<file path="config.mk">
export PLATFORM = sky130hd
export DESIGN_NAME = uart_rx_flat
export DESIGN_NICKNAME = d
export VERILOG_FILES = /design/src/rtl/uart_rx_if.sv /design/src/rtl/uart_rx.sv /design/src/flat_wrapper.sv
export SDC_FILE = /design/constraint.sdc
export NUM_CORES = 1
export LEC_CHECK = 0
export BUFFER_PORTS_ARGS = -buffer_cell sky130_fd_sc_hd__buf_4
export CORE_ASPECT_RATIO = 0.6
export CORE_UTILIZATION = 35
export CTS_CLUSTER_SIZE = 12
export DETAILED_ROUTE_END_ITERATION = 7
export SKIP_CTS_REPAIR_TIMING = 1
export SLEW_MARGIN = 10
export SYNTH_ARGS = -nofsm -noshare
export SYNTH_HDL_FRONTEND = slang
export SYNTH_SLANG_ARGS = --single-unit
</file>
<file path="constraint.sdc">
create_clock -name clk -period 4.65 [get_ports clk]
set_input_delay 0.465 -clock clk [delete_from_list [all_inputs] [get_ports clk]]
set_output_delay 0.465 -clock clk [all_outputs]
set_load 0.005 [all_outputs]
</file>
<file path="src/rtl/uart_rx_if.sv">
// Stream-side bundle of the UART receiver: the received word with its valid/ready
// handshake, plus the status pulses and busy flag the host logic watches.
interface uart_rx_if #(
  parameter int DATA_BITS = 8
) ();

  logic [DATA_BITS-1:0] data_out;
  logic                 valid;
  logic                 ready;
  logic                 frame_err;
  logic                 overrun;
  logic                 busy;

  // The receiver produces words; the consumer drives ready back.
  modport master (
    output data_out,
    output valid,
    output frame_err,
    output overrun,
    output busy,
    input  ready
  );

  modport slave (
    input  data_out,
    input  valid,
    input  frame_err,
    input  overrun,
    input  busy,
    output ready
  );

endinterface

</file>
<file path="src/rtl/uart_rx.sv">
// UART receiver: idle-high line, one start bit, MSB-first data, STOP_BITS stop bits,
// no parity. Each bit is sampled once at its middle. Completed words are offered on a
// valid/ready stream. A word arriving while the previous one is still unconsumed is
// dropped and flagged with an overrun pulse. A low stop bit is flagged with a
// frame_err pulse, and the line must then return high before a new start is accepted.
module uart_rx #(
  parameter int DATA_BITS    = 8,
  parameter int STOP_BITS    = 1,
  parameter int CLKS_PER_BIT = 1000
) (
  input  logic     clk,
  input  logic     rst,
  input  logic     in,
  uart_rx_if.master rx_if
);

  localparam int CW = $clog2(CLKS_PER_BIT);
  localparam int BW = (DATA_BITS > 1) ? $clog2(DATA_BITS) : 1;
  localparam logic [CW-1:0] MID_CNT  = CW'(CLKS_PER_BIT / 2 - 1);
  localparam logic [CW-1:0] LAST_CNT = CW'(CLKS_PER_BIT - 1);

  typedef enum logic [2:0] {
    IDLE,
    START,
    DATA,
    STOP,
    WAIT_IDLE
  } state_e;

  state_e               state_q, state_d;
  logic                 sync1_q, sync1_d;
  logic                 rx_q, rx_d;
  logic                 rx_prev_q, rx_prev_d;
  logic [CW-1:0]        cnt_q, cnt_d;
  logic [BW-1:0]        bit_ctr_q, bit_ctr_d;
  logic [DATA_BITS-1:0] shift_q, shift_d;
  logic                 err_q, err_d;
  logic [DATA_BITS-1:0] data_q, data_d;
  logic                 valid_q, valid_d;
  logic                 frame_err_q, frame_err_d;
  logic                 overrun_q, overrun_d;
  logic                 mid_bit;

  assign mid_bit = (cnt_q == MID_CNT);

  // Next-state logic: synchronizer chain, free-running bit-period counter, frame FSM and stream handshake.
  always_comb begin
    sync1_d     = in;
    rx_d        = sync1_q;
    rx_prev_d   = rx_q;
    state_d     = state_q;
    cnt_d       = (cnt_q == LAST_CNT) ? '0 : cnt_q + CW'(1);
    bit_ctr_d   = bit_ctr_q;
    shift_d     = shift_q;
    err_d       = err_q;
    data_d      = data_q;
    valid_d     = valid_q && !rx_if.ready;
    frame_err_d = 1'b0;
    overrun_d   = 1'b0;

    case (state_q)
      IDLE: begin
        if (!rx_q && rx_prev_q) begin
          state_d = START;
          cnt_d   = '0;
          err_d   = 1'b0;
        end
      end

      START: begin
        if (mid_bit) begin
          if (rx_q) begin
            state_d = IDLE;
          end else begin
            state_d   = DATA;
            bit_ctr_d = BW'(DATA_BITS - 1);
          end
        end
      end

      DATA: begin
        if (mid_bit) begin
          shift_d[bit_ctr_q] = rx_q;
          if (bit_ctr_q == '0) begin
            state_d   = STOP;
            bit_ctr_d = BW'(STOP_BITS - 1);
          end else begin
            bit_ctr_d = bit_ctr_q - BW'(1);
          end
        end
      end

      STOP: begin
        if (mid_bit) begin
          if (bit_ctr_q != '0) begin
            err_d     = err_q | !rx_q;
            bit_ctr_d = bit_ctr_q - BW'(1);
          end else if (err_q || !rx_q) begin
            frame_err_d = 1'b1;
            state_d     = WAIT_IDLE;
          end else begin
            state_d = IDLE;
            if (!valid_q || rx_if.ready) begin
              data_d  = shift_q;
              valid_d = 1'b1;
            end else begin
              overrun_d = 1'b1;
            end
          end
        end
      end

      WAIT_IDLE: begin
        if (rx_q) begin
          state_d = IDLE;
        end
      end

      default: begin
        state_d = IDLE;
      end
    endcase
  end

  // State register with synchronous reset; synchronizer flops reset to the idle-high level.
  always_ff @(posedge clk) begin
    if (rst) begin
      state_q     <= IDLE;
      sync1_q     <= 1'b1;
      rx_q        <= 1'b1;
      rx_prev_q   <= 1'b1;
      cnt_q       <= '0;
      bit_ctr_q   <= '0;
      shift_q     <= '0;
      err_q       <= 1'b0;
      data_q      <= '0;
      valid_q     <= 1'b0;
      frame_err_q <= 1'b0;
      overrun_q   <= 1'b0;
    end else begin
      state_q     <= state_d;
      sync1_q     <= sync1_d;
      rx_q        <= rx_d;
      rx_prev_q   <= rx_prev_d;
      cnt_q       <= cnt_d;
      bit_ctr_q   <= bit_ctr_d;
      shift_q     <= shift_d;
      err_q       <= err_d;
      data_q      <= data_d;
      valid_q     <= valid_d;
      frame_err_q <= frame_err_d;
      overrun_q   <= overrun_d;
    end
  end

  assign rx_if.data_out  = data_q;
  assign rx_if.valid     = valid_q;
  assign rx_if.frame_err = frame_err_q;
  assign rx_if.overrun   = overrun_q;
  assign rx_if.busy      = (state_q != IDLE);

endmodule
</file>
<file path="src/flat_wrapper.sv">
// flat-port wrapper written by rule: the top's interface ports become plain ports
module uart_rx_flat 
#(
  parameter int DATA_BITS    = 8,
  parameter int STOP_BITS    = 1,
  parameter int CLKS_PER_BIT = 1000
)
  (clk, rst, in, rx_if_data_out, rx_if_valid, rx_if_frame_err, rx_if_overrun, rx_if_busy, rx_if_ready);
  uart_rx_if #(.DATA_BITS(DATA_BITS)) rx_if_i ();
  input  logic clk;
  input  logic rst;
  input  logic in;
  output wire logic [$bits(rx_if_i.data_out)-1:0] rx_if_data_out;
  output wire logic [$bits(rx_if_i.valid)-1:0] rx_if_valid;
  output wire logic [$bits(rx_if_i.frame_err)-1:0] rx_if_frame_err;
  output wire logic [$bits(rx_if_i.overrun)-1:0] rx_if_overrun;
  output wire logic [$bits(rx_if_i.busy)-1:0] rx_if_busy;
  input wire logic [$bits(rx_if_i.ready)-1:0] rx_if_ready;
  assign rx_if_data_out = rx_if_i.data_out;
  assign rx_if_valid = rx_if_i.valid;
  assign rx_if_frame_err = rx_if_i.frame_err;
  assign rx_if_overrun = rx_if_i.overrun;
  assign rx_if_busy = rx_if_i.busy;
  assign rx_if_i.ready = rx_if_ready;
  uart_rx #(.DATA_BITS(DATA_BITS), .STOP_BITS(STOP_BITS), .CLKS_PER_BIT(CLKS_PER_BIT)) u_core (.clk(clk), .rst(rst), .in(in), .rx_if(rx_if_i));
endmodule
</file>
==> results_dict.tcl, run 1 <==
set metrics [dict create \
    synthDistinctLibCells 50 \
    core-area_mm2 0.00515 \
    hpwl_mm 2.88 \
    grt_pass1_vias 1361 \
    worstReg2RegEnd "u_core.rx_if.overrun$_SDFF_PP0_" \
    avgSynthCellArea_um2 8.98 \
    ant_nets 0 \
    cts_tree "built" \
    vias 1545 \
    dr.pass1.iters 4 \
    p_total_uw 702 \
    syn_to_final_growth_pct 13.2 \
    totalWireLength_mm 4.03 \
    period_minus_slack_ns 2.17 \
    slew_headroom 0.311 \
    std_cell_rows 20 \
    drv_slew 0 \
    r2r_start "u_core.bit_ctr_q[1]$_SDFFE_PP0P_" \
    grt_antenna_before_repair 0 \
    cp_data_arrival_time_ns 2.38 \
    status "completed" \
    cts_buffer_depth 2 \
    critical_path_class "flop to flop" \
    hold_path_end "u_core.rx_d$_SDFF_PP1_" \
    rsz0062_at_grt "false" \
    leakage_nw 0.709 \
    finalHoldViolCount 0 \
    ys.flop_type "dfxtp_1" \
    vias_per_cell 5.40 \
    finalCritPeriodShare 0.466 \
    nNetsFinal 226 \
    netlist_area_mm2 0.00190 \
    syn-num-nets 219 \
    cp-start-kind "flop" \
    max_clock_freq_mhz 461 \
    io_pins 16 \
    drive_gt1_frac 0.155 \
    placed_cells 278 \
    fillers 520 \
    numClockSinks 39 \
    start_util 0.369 \
    h-tree-depth 2 \
    post_drt_wl_per_cell_um 14.1 \
    die_h_um 59.1 \
    instances_no_fill 286 \
    synth_cells 212 \
    end_kind "flop" \
    final_common_cell "dfxtp_1" \
    finalSetupViolCount 0 \
    cp.required_ns 4.86 \
    slowest_delay_ns 0.82 \
    drc 0 \
    ys_ff_latch 39 \
    synth-async-reset-ratio 0 \
    dieArea_mm2 0.00575 \
    place_congestion 0.798 \
    ys_seq_area_frac 0.410 \
    path_common_cell "nor3_1" \
    p_per_area_mw_per_mm2 326 \
    reg2reg_depth 6 \
    cp_max_fo 9 \
    clockRootBuffer "clkbuf_8" \
    fin_setup_tns_ns 0 \
    tightest_slew_ns 1.03 \
    worst_ir_drop_vdd_uv 143 \
    yosysWarnings 0 \
    regToRegSetupSlack_ns 2.48 \
    drtIter0Drc 163 \
    utilization 0.418 \
    hp-class "input pin to flop" \
    die_w_um 97.2 \
    port_buffers 15 \
    numCtsBuffers 5 \
    hp-start "in" \
    detailed_place.area_mm2 0.00202 \
    grt_pass1_wl_mm 6.88 \
    final.setup_skew_ns 0.00781 \
    final_cell_mix "dfxtp_1 (39), a21oi_1 (17), nand4_1 (15), nor2_1 (15), buf_4 (15)" \
    synth-edff-count 0 \
    grt_overflow_total 0 \
    cap_violations 0 \
    worst_skew_pair.late_latency_ns 0.29 \
    clk_pin_slew_ns 0.08 \
    num_antenna_cells 0 \
    grt_max_degree 34 \
    grt_use_total 0.151 \
    crit_slowest_cell "nor3_1" \
    cp_cell_sequence "inv_1 > ha_1 > nand3b_1 > nor3_1 > nand2_1 > nor3_1" \
    final_area_mm2 0.00215 \
    hold_depth 2 \
]
-- cells by family after synthesis --
family / share of synthesized area
and+or+nand+nor: 0.316
muxes: 0.0112
DFF: 0.410
AOI/OAI and AO/OA: 0.148
xor gates and xnor gates: 0.0368
buffers and inverters: 0.0579
adders and majority gates: 0.0197
-- critical path, delay by kind of cell (launching register included) --
kind | cells | cell delay [ns]
AND/OR/NAND/NOR | 4 | 1.32
flip-flops | 1 | 0.39
adder cells (fa/ha/maj) | 1 | 0.21
buffers and inverters | 1 | 0.17
-- layout make-up --
type	count	area, um2	area share
Tap cell	66	82.6	0.0383
Timing Repair Buffer	15	113	0.0523
Clock inverter	3	67.6	0.0314
Multi-Input combinational cell	150	1010	0.470
Clock buffer	5	68.8	0.0319
Inverter	8	30.0	0.0139
Sequential cell	39	781	0.362
-- report_power, final --
group	total, mW	switching [mW]	internal, mW
Combinational	0.0258	0.0159	0.00987
Clock	0.333	0.119	0.214
Sequential	0.343	0.00569	0.338
Total	0.702	0.141	0.561
-- per-stage QoR --
step           hold slack (ns)  worst slack, ns
2_1_floorplan            0.389             2.84
3_3_place_gp             0.392             2.55
3_5_place_dp             0.399             2.54
4_1_cts                  0.346             2.52
5_1_grt                  0.353             2.13
6_report                 0.361             2.48
-- worst max path at each step --
stage / startpoint / to / slack, ns / depth (start not counted)
2_1_floorplan: u_core.bit_ctr_q[1]$_SDFFE_PP0P_ / u_core.rx_if.data_out[2]$_SDFFE_PP0P_ / 2.84 / 8
3_3_place_gp: u_core.cnt_q[0]$_SDFF_PP0_ / u_core.err_q$_SDFFE_PP0P_ / 2.55 / 5
3_5_place_dp: u_core.bit_ctr_q[1]$_SDFFE_PP0P_ / u_core.rx_if.overrun$_SDFF_PP0_ / 2.54 / 6
4_1_cts: u_core.bit_ctr_q[1]$_SDFFE_PP0P_ / u_core.rx_if.overrun$_SDFF_PP0_ / 2.52 / 6
5_1_grt: u_core.bit_ctr_q[1]$_SDFFE_PP0P_ / u_core.rx_if.overrun$_SDFF_PP0_ / 2.13 / 6
6_report: u_core.bit_ctr_q[1]$_SDFFE_PP0P_ / u_core.rx_if.overrun$_SDFF_PP0_ / 2.48 / 6
-- registers in the layout, summed over array words and instances (netlist names), 3 cells and up --
signal / flops
u_core.cnt_q: 10
u_core.rx_if.data_out: 8
u_core.shift_q: 8
u_core.bit_ctr_q: 3
u_core.state_q: 3
-- synth_stat cells, drive strengths merged (3+ instances only) --
| cell | n | area, um2 |
|---|---|---|
| a21oi | 17 | 85.1 |
| and4 | 3 | 27.5 |
| buf | 9 | 57.6 |
| clkbuf | 6 | 22.5 |
| dfxtp | 39 | 781 |
| ha | 3 | 37.5 |
| inv | 7 | 26.3 |
| nand2 | 5 | 18.8 |
| nand2b | 6 | 37.5 |
| nand3 | 10 | 62.6 |
| nand4 | 16 | 106 |
| nor2 | 15 | 56.3 |
| nor2b | 3 | 18.8 |
| nor3 | 7 | 35.0 |
| nor3b | 3 | 22.5 |
| nor4 | 6 | 67.6 |
| o21ai | 14 | 70.1 |
| o31ai | 4 | 30.0 |
| or3 | 4 | 30.0 |
| or4b | 3 | 33.8 |
| xnor2 | 3 | 26.3 |
| xor2 | 5 | 43.8 |
-- per-layer routing --
| metal | part of all wire | track usage | up-vias |
|---|---|---|---|
| li1 | - | - | 796 |
| met1 | 0.57 | 0.238 | 714 |
| met2 | 0.38 | 0.190 | 35 |
| met3 | 0.051 | 0.0413 | 0 |
| met4 | 0 | 0.0448 | 0 |
| met5 | 0 | 0 | - |
(Power assumes the default switching activity.)
==> run 2: changes to the inputs <==
- clock period: 4.65 -> 1.9 ns (I/O delays scaled with it)
==> run 2 against run 1 <==
  * Non-clock buffer count up 19
  * Sequential power up 140%
  * Total power up 130%
  * Clock skew about the same
  * Sequential cell count unchanged
  * Via count up 8.7%
  * Final area up 6.3%
  * Sequential share of layout area down 2.1 points
  * Critical endpoint is now u_core.shift_q[4]$_SDFFE_PP0P_
==> results_dict.tcl, run 2 (same netlist as run 1, synthesis figures left out) <==
set metrics [dict create \
    post_drt_wl_per_cell_um 15.0 \
    tightest_slew_ns 0.414 \
    h-tree-depth 2 \
    period_minus_slack_ns 1.78 \
    end_kind "flop" \
    syn_to_final_growth_pct 20.3 \
    ant_nets 0 \
    hp-class "input pin to flop" \
    final.setup_skew_ns 0.00756 \
    numCtsBuffers 5 \
    r2r_start "u_core.state_q[0]$_SDFFE_PP0P_" \
    cp_cell_sequence "or4b_4 > nor4_4 > nand3_1 > a21oi_1" \
    core-area_mm2 0.00515 \
    fin_setup_tns_ns 0 \
    leakage_nw 0.808 \
    cts_tree "built" \
    grt_use_total 0.168 \
    numClockSinks 39 \
    cp.required_ns 2.13 \
    finalSetupViolCount 0 \
    slew_headroom 0.720 \
    max_clock_freq_mhz 561 \
    hold_depth 2 \
    die_w_um 97.2 \
    cp-start-kind "flop" \
    rsz0062_at_grt "false" \
    port_buffers 15 \
    top_register "u_core.cnt_q" \
    status "completed" \
    finalHoldViolCount 0 \
    slowest_delay_ns 0.59 \
    vias 1679 \
    regToRegSetupSlack_ns 0.12 \
    drtIter0Drc 136 \
    cp-startpoint "u_core.state_q[0]$_SDFFE_PP0P_" \
    cts_buffer_depth 2 \
    num_antenna_cells 0 \
    die_h_um 59.1 \
    cap_violations 0 \
    vias_per_cell 5.50 \
    worstReg2RegEnd "u_core.shift_q[4]$_SDFFE_PP0P_" \
    cp_data_arrival_time_ns 2.01 \
    reg2reg_depth 4 \
    start_util 0.369 \
    io_pins 16 \
    crit_slowest_cell "or4b_4" \
    grt_pass1_vias 1399 \
    final_common_cell "dfxtp_1" \
    largest_reg_flops 10 \
    drv_slew 0 \
    worst_ir_drop_vdd_uv 256 \
    grt_max_degree 34 \
    critical_path_class "flop to flop" \
    dr.pass1.iters 4 \
    grt_antenna_before_repair 0 \
    p_per_area_mw_per_mm2 719 \
    hp-start "in" \
    totalWireLength_mm 4.57 \
    std_cell_rows 20 \
    drc 0 \
    drive_gt1_frac 0.230 \
    place_congestion 0.764 \
    nNetsFinal 245 \
    grt_overflow_total 0 \
    dieArea_mm2 0.00575 \
    clockRootBuffer "clkbuf_8" \
    clk_pin_slew_ns 0.08 \
    whs_ns 0.0826 \
    final_cell_mix "dfxtp_1 (39), buf_4 (34), a21oi_1 (17)" \
    worst_skew_pair.late_latency_ns 0.29 \
    cp_max_fo 11 \
    hold_path_end "u_core.rx_d$_SDFF_PP1_" \
    grt_pass1_wl_mm 7.55 \
    hpwl_mm 3.28 \
    finalCritPeriodShare 0.938 \
    p_total_mw 1.65 \
]
-- run 2: worst max-delay path, delay by kind of cell (launching register included) --
family | cells | cell delay [ns]
AOI/OAI and AO/OA | 1 | 0.16
DFF | 1 | 0.42
and+or+nand+nor | 3 | 1.13
-- run 2: through the flow --
stage / setup WS, ns / cells / utilization / cell area [um2]
2_1_floorplan: 0.0940 / 212 / - / 1900
3_3_place_gp: 0.134 / 297 / 0.419 / 2160
3_5_place_dp: 0.0812 / 297 / 0.419 / 2160
4_1_cts: 0.0676 / 305 / 0.442 / 2280
5_1_grt: 0.0145 / 305 / 0.444 / 2290
6_report: 0.119 / 305 / 0.444 / 2290
-- run 2: metal layers --
layer  GRT usage  share of wire  routed length (um)
met4      0.0469          0.012                  55
met2       0.202           0.34                1560
met3      0.0448          0.072                 329
met5           0              0                   0
met1       0.275           0.58                2630
-- run 2: worst max-delay path by stage --
stage / to / slack, ns / cells after the start
2_1_floorplan: u_core.rx_if.data_out[2]$_SDFFE_PP0P_ / 0.09 / 8
3_3_place_gp: u_core.rx_if.data_out[7]$_SDFFE_PP0P_ / 0.13 / 6
3_5_place_dp: u_core.rx_if.data_out[2]$_SDFFE_PP0P_ / 0.08 / 6
4_1_cts: u_core.rx_if.data_out[2]$_SDFFE_PP0P_ / 0.07 / 6
5_1_grt: u_core.bit_ctr_q[2]$_SDFFE_PP0P_ / 0.01 / 6
6_report: u_core.shift_q[4]$_SDFFE_PP0P_ / 0.12 / 4
-- run 2: layout make-up --
cell class / instances / area, um2
Clock inverter: 2 / 35.0
Multi-Input combinational cell: 150 / 1020
Tap cell: 66 / 82.6
Clock buffer: 6 / 82.6
Inverter: 8 / 30.0
Fill cell: 498 / 2870
Timing Repair Buffer: 34 / 255
Sequential cell: 39 / 781
-- run 2: where the power goes --
part           internal [mW]  switching (mW)  leakage (nW)  total (mW)
clock network          0.425           0.304        0.0612       0.729
registers              0.826          0.0109         0.315       0.837
logic                 0.0334          0.0473         0.431      0.0807
total                   1.28           0.362         0.808        1.65
==> run 3: changes to the inputs <==
- CORE_UTILIZATION: 35 -> 45
- PLACE_DENSITY: unset -> 0.65
==> run 3 against run 2 <==
  * Global-route usage up 5.1 points
  * Cell count down 4.6%
  * Worst hold slack about the same
  * Final area down 2.8%
  * Clock power down 22%
  * Critical endpoint is now u_core.shift_q[6]$_SDFFE_PP0P_
==> results_dict.tcl, run 3 (same netlist as run 1, synthesis figures left out) <==
set metrics [dict create \
    status "completed" \
    final_cell_mix "dfxtp_1 (39), buf_4 (30), a21oi_1 (17)" \
    die_h_um 52.4 \
    hpwl_mm 3.19 \
    cts_tree "built" \
    slew_headroom 0.715 \
    finalSetupViolCount 0 \
    rsz0062_at_grt "false" \
    dieArea_mm2 0.00450 \
    ant_nets 0 \
    cp_top_family "simple AND/OR/NAND/NOR gates" \
    cp-start-kind "flop" \
    vias_per_cell 5.77 \
    crit_slowest_cell "or4b_4" \
    period_minus_slack_ns 1.81 \
    grt_pass1_vias 1517 \
    drtIter0Drc 153 \
    hp-class "input pin to flop" \
    dr.pass1.iters 4 \
    final.setup_skew_ns 0.00671 \
    grt_max_degree 34 \
    numClockSinks 39 \
    clockRootBuffer "clkbuf_8" \
    start_util 0.494 \
    cts_buffer_depth 2 \
    num_antenna_cells 0 \
    std_cell_rows 17 \
    p_per_area_mw_per_mm2 666 \
    seqCellArea_um2 781 \
    vias 1679 \
    io_pins 16 \
    fillers 340 \
    end_kind "flop" \
    worst_skew_pair.late_latency_ns 0.29 \
    grt_pass1_wl_mm 7.51 \
    multiInputGateArea_mm2 0.00103 \
    cp_data_arrival_time_ns 2.03 \
    fin_setup_tns_ns 0 \
    worst_ir_drop_vdd_uv 467 \
    totalWireLength_mm 4.47 \
    drive_gt1_frac 0.218 \
    critical_path_class "flop to flop" \
    finalHoldViolCount 0 \
    grt_antenna_before_repair 0 \
    h-tree-depth 2 \
    clk_pin_slew_ns 0.07 \
    critPathBufInv 0 \
    cp_max_fo 13 \
    max_clock_freq_mhz 553 \
    syn_to_final_growth_pct 16.9 \
    cap_violations 0 \
    drv_slew 0 \
    tightest_slew_ns 0.426 \
    nNetsFinal 241 \
    cp_cell_sequence "or4b_4 > nor4_4 > nand4_1 > a21oi_1" \
    leakage_nw 0.773 \
    core-area_mm2 0.00385 \
    die_w_um 86.0 \
    grt_overflow_total 0 \
    place_congestion 0.873 \
    port_buffers 15 \
    post_drt_wl_per_cell_um 15.4 \
    final_area_mm2 0.00222 \
    grt_use_total 0.219 \
    finalCritPeriodShare 0.952 \
    cp.required_ns 2.12 \
    detailed_place.area_mm2 0.00211 \
    slowest_delay_ns 0.60 \
    largest_reg_flops 10 \
    top_register "u_core.cnt_q" \
    final_common_cell "dfxtp_1" \
    numCtsBuffers 5 \
    drc 0 \
]
-- run 3: cell count changes in the layout (fill, tap and decap cells not counted) --
cell       change
buf_4          -4
bufinv_16      -1
nor4bb_1       -1
nor4bb_2       +1
-- run 3: worst paths after layout --
kind	startpoint	to	slack, ns	cells past startpoint
max	u_core.state_q[0]$_SDFFE_PP0P_	u_core.shift_q[6]$_SDFFE_PP0P_	0.09	4
min	in	u_core.rx_d$_SDFF_PP1_	0.08	2
max reg2reg	u_core.state_q[0]$_SDFFE_PP0P_	u_core.shift_q[6]$_SDFFE_PP0P_	0.09	4
min reg2reg	u_core.rx_d$_SDFF_PP1_	u_core.rx_prev_d$_SDFF_PP1_	0.41	1
-- run 3: metrics by stage --
step	utilization	setup WS (ns)	hold slack (ns)	cells	total power [mW]
after floorplan	-	0.0940	0.294	212	0.907
after global placement	0.549	0.147	0.375	283	0.926
after detailed placement	0.549	0.0807	0.377	283	0.929
after CTS	0.571	0.0730	0.0785	290	1.49
after global routing	0.578	0.00672	0.0827	291	1.54
final	0.578	0.0906	0.0828	291	1.48
-- run 3: routing by layer --
metal	wire length, um	global-route usage	vias up
met1	2290	0.320	799
li1	-	-	830
met3	236	0.0583	7
met4	46	0.0778	0
met2	1900	0.307	43
met5	0	0	-
-- run 3: layout make-up --
class	instances	area share
flip-flops and latches	39	0.351
clock inverters	1	0.00225
multi-input cells	150	0.463
well taps	57	0.0321
repair buffers	30	0.101
inverters	8	0.0135
clock buffers	6	0.0371
-- run 3: worst reg2reg max path: cells and delay by family, from the launching register on --
family | cells | cell delay, ns
AO/OA/AOI/OAI | 1 | 0.16
flip-flops | 1 | 0.43
AND/OR/NAND/NOR | 3 | 1.15
-- run 3: report_power, final --
| group | switching [mW] | internal [mW] | leakage, nW |
|---|---|---|---|
| Clock | 0.284 | 0.285 | 0.0470 |
| Combinational | 0.0443 | 0.0310 | 0.411 |
| Sequential | 0.0122 | 0.826 | 0.315 |
